<file path="src/rtl/scr1_vec_pkg.sv">
// Shared definitions for the vector load/store sequencer.
// Contents: lane count and vector type, the TCM data-port enums (including
// the full-vector width code), the sequencer FSM state enum and a small
// alignment helper.
package scr1_vec_pkg;

    localparam int SCR1_DMEM_AWIDTH = 32;
    localparam int LANE             = 4;
    localparam int VEC_W            = LANE * 32;

    typedef logic [VEC_W-1:0] type_vector;

    typedef enum logic {
        SCR1_MEM_CMD_RD = 1'b0,
        SCR1_MEM_CMD_WR = 1'b1
    } type_scr1_mem_cmd_e;

    typedef enum logic [1:0] {
        SCR1_MEM_WIDTH_BYTE  = 2'b00,
        SCR1_MEM_WIDTH_HWORD = 2'b01,
        SCR1_MEM_WIDTH_WORD  = 2'b10,
        SCR1_MEM_WIDTH_VEC   = 2'b11
    } type_scr1_mem_width_e;

    typedef enum logic [1:0] {
        SCR1_MEM_RESP_NOTRDY = 2'b00,
        SCR1_MEM_RESP_RDY_OK = 2'b01,
        SCR1_MEM_RESP_RDY_ER = 2'b10
    } type_scr1_mem_resp_e;

    typedef enum logic [1:0] {
        VLSU_IDLE  = 2'b00,
        VLSU_RUN   = 2'b01,
        VLSU_DRAIN = 2'b10
    } type_vlsu_state_e;

    // True when a byte address/offset is not a multiple of 4.
    function automatic logic is_misaligned(input logic [1:0] lsb);
        return lsb != 2'b00;
    endfunction

endpackage

</file>
<file path="src/rtl/scr1_vec_fifo2.sv">
// Two-entry FIFO of type_vector used to buffer load data.
// Ports: clk, rst (async, active-high), push/push_data (write),
//        pop (read; ignored when empty), head (oldest entry, 0 when empty),
//        count (occupancy 0..2).
module scr1_vec_fifo2
    import scr1_vec_pkg::*;
(
    input  logic       clk,
    input  logic       rst,
    input  logic       push,
    input  type_vector push_data,
    input  logic       pop,
    output type_vector head,
    output logic [1:0] count
);

    type_vector mem_q [2];
    logic       wr_ptr_q, wr_ptr_d;
    logic       rd_ptr_q, rd_ptr_d;
    logic [1:0] count_q, count_d;
    logic       pop_ok;

    always_comb begin
        // NOTE: every signal gets a default first so no path leaves one unassigned (no latches).
        pop_ok   = pop && (count_q != 2'd0);
        wr_ptr_d = wr_ptr_q;
        rd_ptr_d = rd_ptr_q;
        count_d  = count_q;
        if (push)   wr_ptr_d = ~wr_ptr_q;
        if (pop_ok) rd_ptr_d = ~rd_ptr_q;
        case ({push, pop_ok})
            2'b10:   count_d = count_q + 2'd1;
            2'b01:   count_d = count_q - 2'd1;
            default: count_d = count_q;
        endcase
    end

    // NOTE: sequential state is updated with non-blocking assignments only.
    always_ff @(posedge clk or posedge rst) begin
        if (rst) begin
            wr_ptr_q <= 1'b0;
            rd_ptr_q <= 1'b0;
            count_q  <= 2'd0;
        end else begin
            wr_ptr_q <= wr_ptr_d;
            rd_ptr_q <= rd_ptr_d;
            count_q  <= count_d;
        end
    end

    // NOTE: storage is deliberately not reset; an entry is only observable once count marks it valid.
    // When full, a simultaneous push overwrites the slot being popped, which is safe.
    always_ff @(posedge clk) begin
        if (push) mem_q[wr_ptr_q] <= push_data;
    end

    assign head  = (count_q == 2'd0) ? '0 : mem_q[rd_ptr_q];
    assign count = count_q;

    // The upstream issue gate guarantees a push never lands on a full FIFO without a pop.
    always_ff @(posedge clk) begin
        if (!rst) assert (!(push && !pop_ok && count_q == 2'd2));
    end

endmodule

</file>
<file path="src/rtl/scr1_vec_lsu.sv">
// Strided vector load/store sequencer in front of the TCM data port.
// Accepts one command (base, count, stride, load/store), issues one full-vector
// dmem request per beat and streams vectors between the TCM and rd_*/wr_*.
// Ports: cmd_* command handshake; wr_* store data in; rd_* load data out;
//        done/done_err completion pulse; dmem_* TCM request/response port.
module scr1_vec_lsu
    import scr1_vec_pkg::*;
#(
    parameter int CNT_W    = 8,
    parameter int STRIDE_W = 16
) (
    input  logic                        clk,
    input  logic                        rst,
    input  logic                        cmd_valid,
    output logic                        cmd_ready,
    input  logic                        cmd_store,
    input  logic [SCR1_DMEM_AWIDTH-1:0] cmd_base,
    input  logic [CNT_W-1:0]            cmd_count,
    input  logic [STRIDE_W-1:0]         cmd_stride,
    input  logic                        wr_valid,
    output logic                        wr_ready,
    input  type_vector                  wr_data,
    output logic                        rd_valid,
    input  logic                        rd_ready,
    output type_vector                  rd_data,
    output logic                        done,
    output logic                        done_err,
    output logic                        dmem_req,
    input  logic                        dmem_req_ack,
    output type_scr1_mem_cmd_e          dmem_cmd,
    output type_scr1_mem_width_e        dmem_width,
    output logic [SCR1_DMEM_AWIDTH-1:0] dmem_addr,
    output type_vector                  dmem_wdata,
    input  type_vector                  dmem_rdata,
    input  type_scr1_mem_resp_e         dmem_resp
);

    localparam int AW = SCR1_DMEM_AWIDTH;

    type_vlsu_state_e      state_q, state_d;
    logic                  store_q, store_d;
    logic [AW-1:0]         addr_q, addr_d;
    logic [CNT_W-1:0]      count_q, count_d;
    logic [CNT_W-1:0]      k_q, k_d;
    logic [STRIDE_W-1:0]   stride_q, stride_d;
    logic                  err_q, err_d;
    logic [1:0]            outst_q, outst_d;

    logic       run_load, run_store, beat, retire, drain_done, load_gate;
    logic       fifo_push, fifo_pop;
    logic [1:0] fifo_cnt;
    logic [2:0] inflight;
    type_vector fifo_push_data;

    scr1_vec_fifo2 u_fifo (
        .clk       (clk),
        .rst       (rst),
        .push      (fifo_push),
        .push_data (fifo_push_data),
        .pop       (fifo_pop),
        .head      (rd_data),
        .count     (fifo_cnt)
    );

    // Datapath outputs decode the registered state, so reset clears them asynchronously.
    always_comb begin
        run_load   = (state_q == VLSU_RUN) && !store_q;
        run_store  = (state_q == VLSU_RUN) &&  store_q;
        cmd_ready  = (state_q == VLSU_IDLE) && !rst;
        rd_valid   = (fifo_cnt != 2'd0);
        fifo_pop   = rd_valid && rd_ready;
        // Slots already claimed once this cycle's pop is taken into account;
        // keeps FIFO + in-flight beats <= 2 while allowing 1 vector/cycle.
        inflight   = 3'(fifo_cnt) + 3'(outst_q) - 3'(fifo_pop);
        load_gate  = inflight < 3'd2;
        dmem_req   = run_load ? load_gate : (run_store ? wr_valid : 1'b0);
        dmem_cmd   = run_store ? SCR1_MEM_CMD_WR : SCR1_MEM_CMD_RD;
        dmem_width = SCR1_MEM_WIDTH_VEC;
        dmem_addr  = (state_q == VLSU_RUN) ? addr_q : '0;
        dmem_wdata = run_store ? wr_data : '0;
        wr_ready   = run_store && dmem_req_ack;
        beat       = dmem_req && dmem_req_ack;
        // Ignore stray responses when nothing is outstanding (e.g. just after reset).
        retire     = (dmem_resp != SCR1_MEM_RESP_NOTRDY) && (outst_q != 2'd0);
        fifo_push  = retire && !store_q;
        // Error beats push zero so the load still delivers exactly count vectors.
        fifo_push_data = (dmem_resp == SCR1_MEM_RESP_RDY_OK) ? dmem_rdata : '0;
        drain_done = (state_q == VLSU_DRAIN) && (outst_q == 2'd0) && (store_q || !rd_valid);
        done       = drain_done;
        done_err   = drain_done && err_q;
    end

    always_comb begin
        state_d  = state_q;
        store_d  = store_q;
        addr_d   = addr_q;
        count_d  = count_q;
        k_d      = k_q;
        stride_d = stride_q;
        err_d    = err_q;
        outst_d  = outst_q;

        case ({beat, retire})
            2'b10:   outst_d = outst_q + 2'd1;
            2'b01:   outst_d = outst_q - 2'd1;
            default: outst_d = outst_q;
        endcase
        if (retire && dmem_resp == SCR1_MEM_RESP_RDY_ER) err_d = 1'b1;

        case (state_q)
            VLSU_IDLE: begin
                if (cmd_valid && cmd_ready) begin
                    store_d  = cmd_store;
                    addr_d   = cmd_base;
                    count_d  = cmd_count;
                    stride_d = cmd_stride;
                    k_d      = '0;
                    outst_d  = 2'd0;
                    err_d    = 1'b0;
                    if (cmd_count == '0) begin
                        state_d = VLSU_DRAIN;
                    end else if (is_misaligned(cmd_base[1:0]) || is_misaligned(cmd_stride[1:0])) begin
                        err_d   = 1'b1;
                        state_d = VLSU_DRAIN;
                    end else begin
                        state_d = VLSU_RUN;
                    end
                end
            end
            VLSU_RUN: begin
                if (beat) begin
                    k_d    = k_q + CNT_W'(1);
                    // Running address; wraps silently modulo 2^AW.
                    addr_d = addr_q + AW'(stride_q);
                    if (k_q == count_q - CNT_W'(1)) state_d = VLSU_DRAIN;
                end
            end
            VLSU_DRAIN: begin
                if (drain_done) state_d = VLSU_IDLE;
            end
            default: state_d = VLSU_IDLE;
        endcase
    end

    always_ff @(posedge clk or posedge rst) begin
        if (rst) begin
            state_q  <= VLSU_IDLE;
            store_q  <= 1'b0;
            addr_q   <= '0;
            count_q  <= '0;
            k_q      <= '0;
            stride_q <= '0;
            err_q    <= 1'b0;
            outst_q  <= 2'd0;
        end else begin
            state_q  <= state_d;
            store_q  <= store_d;
            addr_q   <= addr_d;
            count_q  <= count_d;
            k_q      <= k_d;
            stride_q <= stride_d;
            err_q    <= err_d;
            outst_q  <= outst_d;
        end
    end

endmodule
</file>
<file path="config.mk">
export PLATFORM = sky130hd
export DESIGN_NAME = scr1_vec_lsu
export DESIGN_NICKNAME = d
export VERILOG_FILES = /design/src/rtl/scr1_vec_pkg.sv /design/src/rtl/scr1_vec_fifo2.sv /design/src/rtl/scr1_vec_lsu.sv
export SDC_FILE = /design/constraint.sdc
export NUM_CORES = 1
export LEC_CHECK = 0
export CORE_AREA = 3 3 238 240
export CTS_CLUSTER_DIAMETER = 50
export DETAILED_ROUTE_END_ITERATION = 12
export DIE_AREA = 0 0 241 243
export GPL_ROUTABILITY_DRIVEN = 0
export PLACE_DENSITY_LB_ADDON = 0.05
export SLEW_MARGIN = 40
export SYNTH_ARGS = -nofsm -noshare
export SYNTH_HDL_FRONTEND = slang
export SYNTH_SLANG_ARGS = --single-unit
</file>
<file path="constraint.sdc">
create_clock -name clk -period 18.6 [get_ports clk]
set_input_delay 3.72 -clock clk [delete_from_list [all_inputs] [get_ports clk]]
set_output_delay 3.72 -clock clk [all_outputs]
set_load 0.005 [all_outputs]
</file>
==> impl_metrics.yaml, run 1 <==
setup_path:
  start_kind: "input port"
  critical_path_class: "in -> out"
  cp.arrival_ns: 6.59
  cp_cell_sequence: "clkdlybuf4s50_1, nor2b_1, ha_1, nand2b_1, fa_1, nor2b_1, a22oi_1, nor2_1, clkdlybuf4s50_1"
  cp.required_ns: 14.88
  ff2ff_setup_slack_ns: 14.62
  slowest_stage: "clkdlybuf4s50_1"
  critPathMaxStageDelay_ns: 0.57
  cp-end-kind: "output pin"
  crit_fanout: 3
pwr:
  combPwrFrac_pct: 41.4
  leakage_nw: 9.94
  powerDensity_nw_per_um2: 141
  pwr-share-clk_pct: 25.7
  p_switching_mw: 1.23
  peakVddDrop_uv: 84.9
  internal-power_mw: 2.27
  power_frac_seq_pct: 32.9
  power_switching_share_pct: 35.2
logic_synthesis:
  synth_area_um2: 16300
  syn_avg_cell_area_um2: 11.4
  ys.flop_type: "edfxtp_1"
  ys_ff_latch: 330
  synth.distinct_cells: 70
  synth_top_cell_area_share_pct: 47.2
  netlist_top_cells_area: "edfxtp_1 47%, dfrtp_1 11%, mux2i_1 8.0%, and2_1 6.2%, and3_1 5.2%"
  syn_inst: 1435
  yosysSeqAreaShare_pct: 58.6
  yosysWarnings: 0
  synthArstFlopShare_pct: 22.4
  synth_top_area_cell: "edfxtp_1"
  synth_edf_count: 256
sta:
  timing.final.crit_share_pct: 55.4
  tns_ns: 0
  max_freq_mhz: 97.0
  timing.final.crit_period_ns: 10.31
  rsz0062_at_grt: "false"
  maxSlewViolCount: 0
  hold_viol_final: 0
  max-slew-margin-rel_pct: 45.3
  clock_skew_ns: 0.0322
  setup_viol: 0
  worst_slew_pin_slew_ns: 0.821
cts:
  numCtsBuffers: 47
  cts-resized-gates: 0
  cts.sinks: 330
  cts_tree: "done"
  path_clk_slew_ns: 0.05
  postCtsHoldBufs: 0
  post_cts_buffers: 0
  htree_levels: 2
  clockRootBuffer: "clkbuf_16"
  max-clock-path-buffers: 3
  clk_latency_ns: 0.59
finish:
  final_cell_mix: "615 x clkdlybuf4s50_1, 256 x edfxtp_1, 175 x nor2_1"
  seq_area_um2: 9550
  layout-drive-gt1-share_pct: 5.89
  areaGrowthSynthToFinish_pct: 52.2
  final_cells: 2767
  fill_cells: 5154
  final_nets: 2362
  final_util_pct: 45.2
  multiInputGateArea_um2: 6310
  final_common_cell: "clkdlybuf4s50_1"
  final_cell_area_um2: 24800
grt:
  grt_pass1_vias: 13521
  grt_remaining_overflow: 0
  antenna_found_initial: 24
  grt_pass1_wl_mm: 96.8
  grt_max_degree: 108
  track_usage_pct: 22.7
floorplan:
  io_pins: 618
  die_area_um2: 58600
  fp.coreArea_um2: 54900
  die_h_um: 243
  rows: 86
  start_util_pct: 29.7
  fp.dieW_um: 241
detailed_routing:
  ant_nets: 0
  drtIter0Drc: 903
  via_count: 13333
  wl_per_cell_um: 24.8
  firstDrtPassIters: 5
  viasPerCell: 4.82
  wl_mm: 68.7
  drc: 0
placed_design:
  place_area_um2: 23200
  dp_cells: 2671
  port_buffers: 615
  dpl.hpwl_mm: 51.2
job:
  drv_cap: 0
status:
  status: "completed"
worst_hold_path:
  hp-class: "reg -> reg"
-- worst paths after layout --
path | to | cells past startpoint | from
setup / recovery | dmem_req | 9 | rd_ready
hold / removal | stride_q[4] | 2 | stride_q[4]
setup reg to reg | outst_q[1] | 13 | u_fifo.count[0]
hold reg to reg | stride_q[4] | 2 | stride_q[4]
max in group asynchronous | u_fifo.rd_ptr_q | 3 | rst
min in group asynchronous | addr_q[15] | 3 | rst
-- metrics by stage --
stage	total power, mW	hold WS (ns)	setup slack [ns]
after floorplan	1.91	0.450	8.62
after global placement	2.62	0.468	8.29
after detailed placement	2.63	0.471	8.32
after CTS	3.55	0.484	8.31
after global routing	3.72	0.511	8.17
final	3.50	0.483	8.29
-- cell families after synthesis --
kind of cell               Yosys count  share of synthesized area (%)
AOI/OAI and AO/OA                  130                           5.31
xor gates and xnor gates            35                           1.88
adders and majority gates           24                           1.94
buffers and inverters              121                           2.99
DFF                                330                           58.6
muxes                              131                           8.05
other                                1                         0.0230
and+or+nand+nor                    663                           21.3
-- worst max-delay path: cells and delay by family --
kind / cells / cell delay (ns)
buf+inv: 2 / 1.03
fa+ha+maj: 2 / 0.79
compound gates: 1 / 0.11
simple gates: 4 / 0.92
-- metal layers --
metal	part of all wire [%]	up-vias	global-route usage (%)
met1	37	6484	25.3
met2	51	478	40.4
met3	9.2	93	8.07
li1	-	6272	-
met4	2.5	6	6.68
met5	0.060	-	0
-- power groups by stage --
stage               Sequential [mW]  Combinational [mW]  Clock [mW]
finish                         1.15                1.45       0.901
global route                   1.18                1.58       0.959
CTS                            1.15                1.47       0.925
detailed placement             1.17                1.46           0
global placement               1.16                1.46           0
floorplan                      1.13               0.779           0
-- final cells by class --
type	count	share of cell area (%)
Timing Repair Buffer	634	25.7
Clock inverter	25	1.02
Multi-Input combinational cell	985	25.5
Inverter	19	0.288
Sequential cell	330	38.5
Clock buffer	61	5.42
Antenna cell	9	0.0908
Tap cell	704	3.55
-- state kept, by name (all words and copies together), names as in the netlist --
signal	flops
u_fifo.count	2
u_fifo.mem_q	256
u_fifo.rd_ptr_q	1
store_q	1
stride_q	16
err_q	1
state_q	2
u_fifo.wr_ptr_q	1
k_q	8
outst_q	2
count_q	8
addr_q	32
-- cell usage after synthesis (3+ instances only) --
| master | instances |
|---|---|
| nor3b_1 | 3 |
| a21o_1 | 5 |
| o21ai_0 | 33 |
| a221oi_1 | 5 |
| a22oi_1 | 4 |
| nand4_1 | 13 |
| dfrtp_1 | 74 |
| a21oi_1 | 38 |
| nand3_1 | 18 |
| buf_2 | 5 |
| nand2_1 | 110 |
| o211ai_1 | 7 |
| or3_1 | 8 |
| a31oi_1 | 3 |
| xnor2_1 | 14 |
| mux2i_1 | 131 |
| inv_1 | 18 |
| buf_1 | 12 |
| ha_1 | 22 |
| nor3_1 | 6 |
| a211oi_1 | 3 |
| edfxtp_1 | 256 |
| a32oi_1 | 3 |
| buf_4 | 3 |
| nor2_1 | 178 |
| xor2_1 | 21 |
| nor2b_1 | 4 |
| nor4_1 | 6 |
| o22ai_1 | 3 |
| clkbuf_1 | 80 |
| and3_1 | 136 |
| nand2b_1 | 6 |
| and2_1 | 161 |
No activity file was read; power rests on OpenSTA's default activity.
==> run 2: changes to the inputs <==
--- a/config.mk
+++ b/config.mk
@@ -5,10 +5,10 @@
 export SDC_FILE = /design/constraint.sdc
 export NUM_CORES = 1
 export LEC_CHECK = 0
-export CORE_AREA = 3 3 238 240
+export CORE_AREA = 3 3 243 245
 export CTS_CLUSTER_DIAMETER = 50
 export DETAILED_ROUTE_END_ITERATION = 12
-export DIE_AREA = 0 0 241 243
+export DIE_AREA = 0 0 246 248
 export GPL_ROUTABILITY_DRIVEN = 0
 export PLACE_DENSITY_LB_ADDON = 0.05
 export SLEW_MARGIN = 40
==> constraint.sdc (replaced) <==
create_clock -name clk -period 9.2 [get_ports clk]
set_input_delay 1.84 -clock clk [delete_from_list [all_inputs] [get_ports clk]]
set_output_delay 1.84 -clock clk [all_outputs]
set_load 0.005 [all_outputs]
==> run 2 against run 1 <==
Via count increased by 1.1%. Cell area is 0.30% higher. Sequential cell count stayed put. Clock skew down 0.0046 ns. Highest routed layer unchanged. Critical path type unchanged. Global-route usage decreased by 1.1 points. Largest power group unchanged. Power up 100%. Register-to-register slack got worse by 9.3 ns. Combinational power increased by 100%. Sequential share of layout area is 0.11 points lower.
==> impl_metrics.yaml, run 2 (synthesis results as in run 1) <==
placed_design:
  port_buffers: 615
  dpl.hpwl_mm: 51.3
finish:
  top_regs: "u_fifo.mem_q (256), addr_q (32), stride_q (16)"
  areaGrowthSynthToFinish_pct: 52.6
  final_util_pct: 43.3
  final_cell_mix: "615 x clkdlybuf4s50_1, 256 x edfxtp_1, 175 x nor2_1"
  regMostFlops: "u_fifo.mem_q"
  layout-drive-gt1-share_pct: 5.89
  final_nets: 2364
  final_common_cell: "clkdlybuf4s50_1"
  largest_reg_flops: 256
grt:
  track_usage_pct: 21.6
  antenna_found_initial: 26
  grt_pass1_vias: 13368
  grt_pass1_wl_mm: 95.6
  grt_max_degree: 131
  grt_remaining_overflow: 0
floorplan:
  start_util_pct: 28.4
  rows: 88
  fp.coreArea_um2: 57400
  die_area_um2: 61000
  fp.dieW_um: 246
  die_h_um: 248
  io_pins: 618
setup_path:
  crit_fanout: 3
  ff2ff_setup_slack_ns: 5.34
  cp.required_ns: 7.36
  critical_path_class: "in -> out"
  start_kind: "input port"
  cp-end-kind: "output pin"
  cp.arrival_ns: 4.61
sta:
  maxSlewViolCount: 0
  max_freq_mhz: 155
  clock_skew_ns: 0.0276
  timing.final.crit_period_ns: 6.45
  tns_ns: 0
  timing.final.crit_share_pct: 70.1
  hold_viol_final: 0
  max-slew-margin-rel_pct: 45.2
  rsz0062_at_grt: "false"
  setup_viol: 0
  worst_slew_pin_slew_ns: 0.823
pwr:
  leakage_nw: 9.96
  powerDensity_nw_per_um2: 283
  peakVddDrop_uv: 191
detailed_routing:
  drc: 0
  drtIter0Drc: 775
  wl_per_cell_um: 24.4
  viasPerCell: 4.77
  via_count: 13476
  wl_mm: 69.0
  ant_nets: 0
  firstDrtPassIters: 4
worst_hold_path:
  hp-class: "reg -> reg"
cts:
  cts.sinks: 330
  cts-resized-gates: 0
  max-clock-path-buffers: 3
  numCtsBuffers: 48
  postCtsHoldBufs: 0
  cts_tree: "done"
  path_clk_slew_ns: 0.05
  htree_levels: 2
  clockRootBuffer: "clkbuf_16"
  post_cts_buffers: 0
  clk_latency_ns: 0.59
job:
  drv_cap: 0
status:
  status: "completed"
run 2: routing by layer:
| metal | wire length, um | share of wire (%) | global-route usage (%) |
|---|---|---|---|
| met1 | 26100 | 38 | 24.8 |
| met2 | 35500 | 51 | 38.2 |
| met3 | 5310 | 7.7 | 6.42 |
| met4 | 2110 | 3.1 | 7.43 |
| met5 | 35 | 0.051 | 0 |
run 2: final timing paths:
path,start,endpoint,cells after the start
worst max-delay path,rd_ready,dmem_req,9
worst min-delay path,stride_q[2],stride_q[2],2
worst max register to register,u_fifo.count[0],k_q[6],12
worst min register to register,stride_q[2],stride_q[2],2
max in group asynchronous,rst,u_fifo.rd_ptr_q,3
min in group asynchronous,rst,stride_q[15],3
run 2: through the flow:
stage	worst slack [ns]	power [mW]	hold WS, ns	cell area (um2)	cells
after CTS	2.73	7.12	0.493	24800	2815
after detailed placement	2.74	5.32	0.482	23300	2731
after global placement	2.74	5.31	0.474	23200	2728
after global routing	2.60	7.48	0.514	24900	2826
final	2.75	7.03	0.490	24900	2827
after floorplan	1.10	3.86	0.450	16300	1436
run 2: area by class of cell:
type	count	area (um2)
multi-input cells	985	6300
clock inverters	27	231
fillers	5467	32500
flip-flops and latches	330	9550
well taps	765	957
diodes	9	22.5
clock buffers	57	1280
repair buffers	635	6450
inverters	19	71.3
run 2: power by group:
group	switching (mW)	leakage (nW)	internal (mW)
Combinational	1.55	5.89	1.40
Clock	0.696	0.740	1.05
Sequential	0.244	3.32	2.09
Total	2.49	9.96	4.54
run 2: worst max-delay path, stage by stage:
cell and delay, ns:
clkdlybuf4s50_1 0.48, nor2b_1 0.32, ha_1 0.30, nand2b_1 0.16, fa_1 0.48, nor2b_1 0.16, a22oi_1 0.14, nor2_1 0.15
clkdlybuf4s50_1 0.58
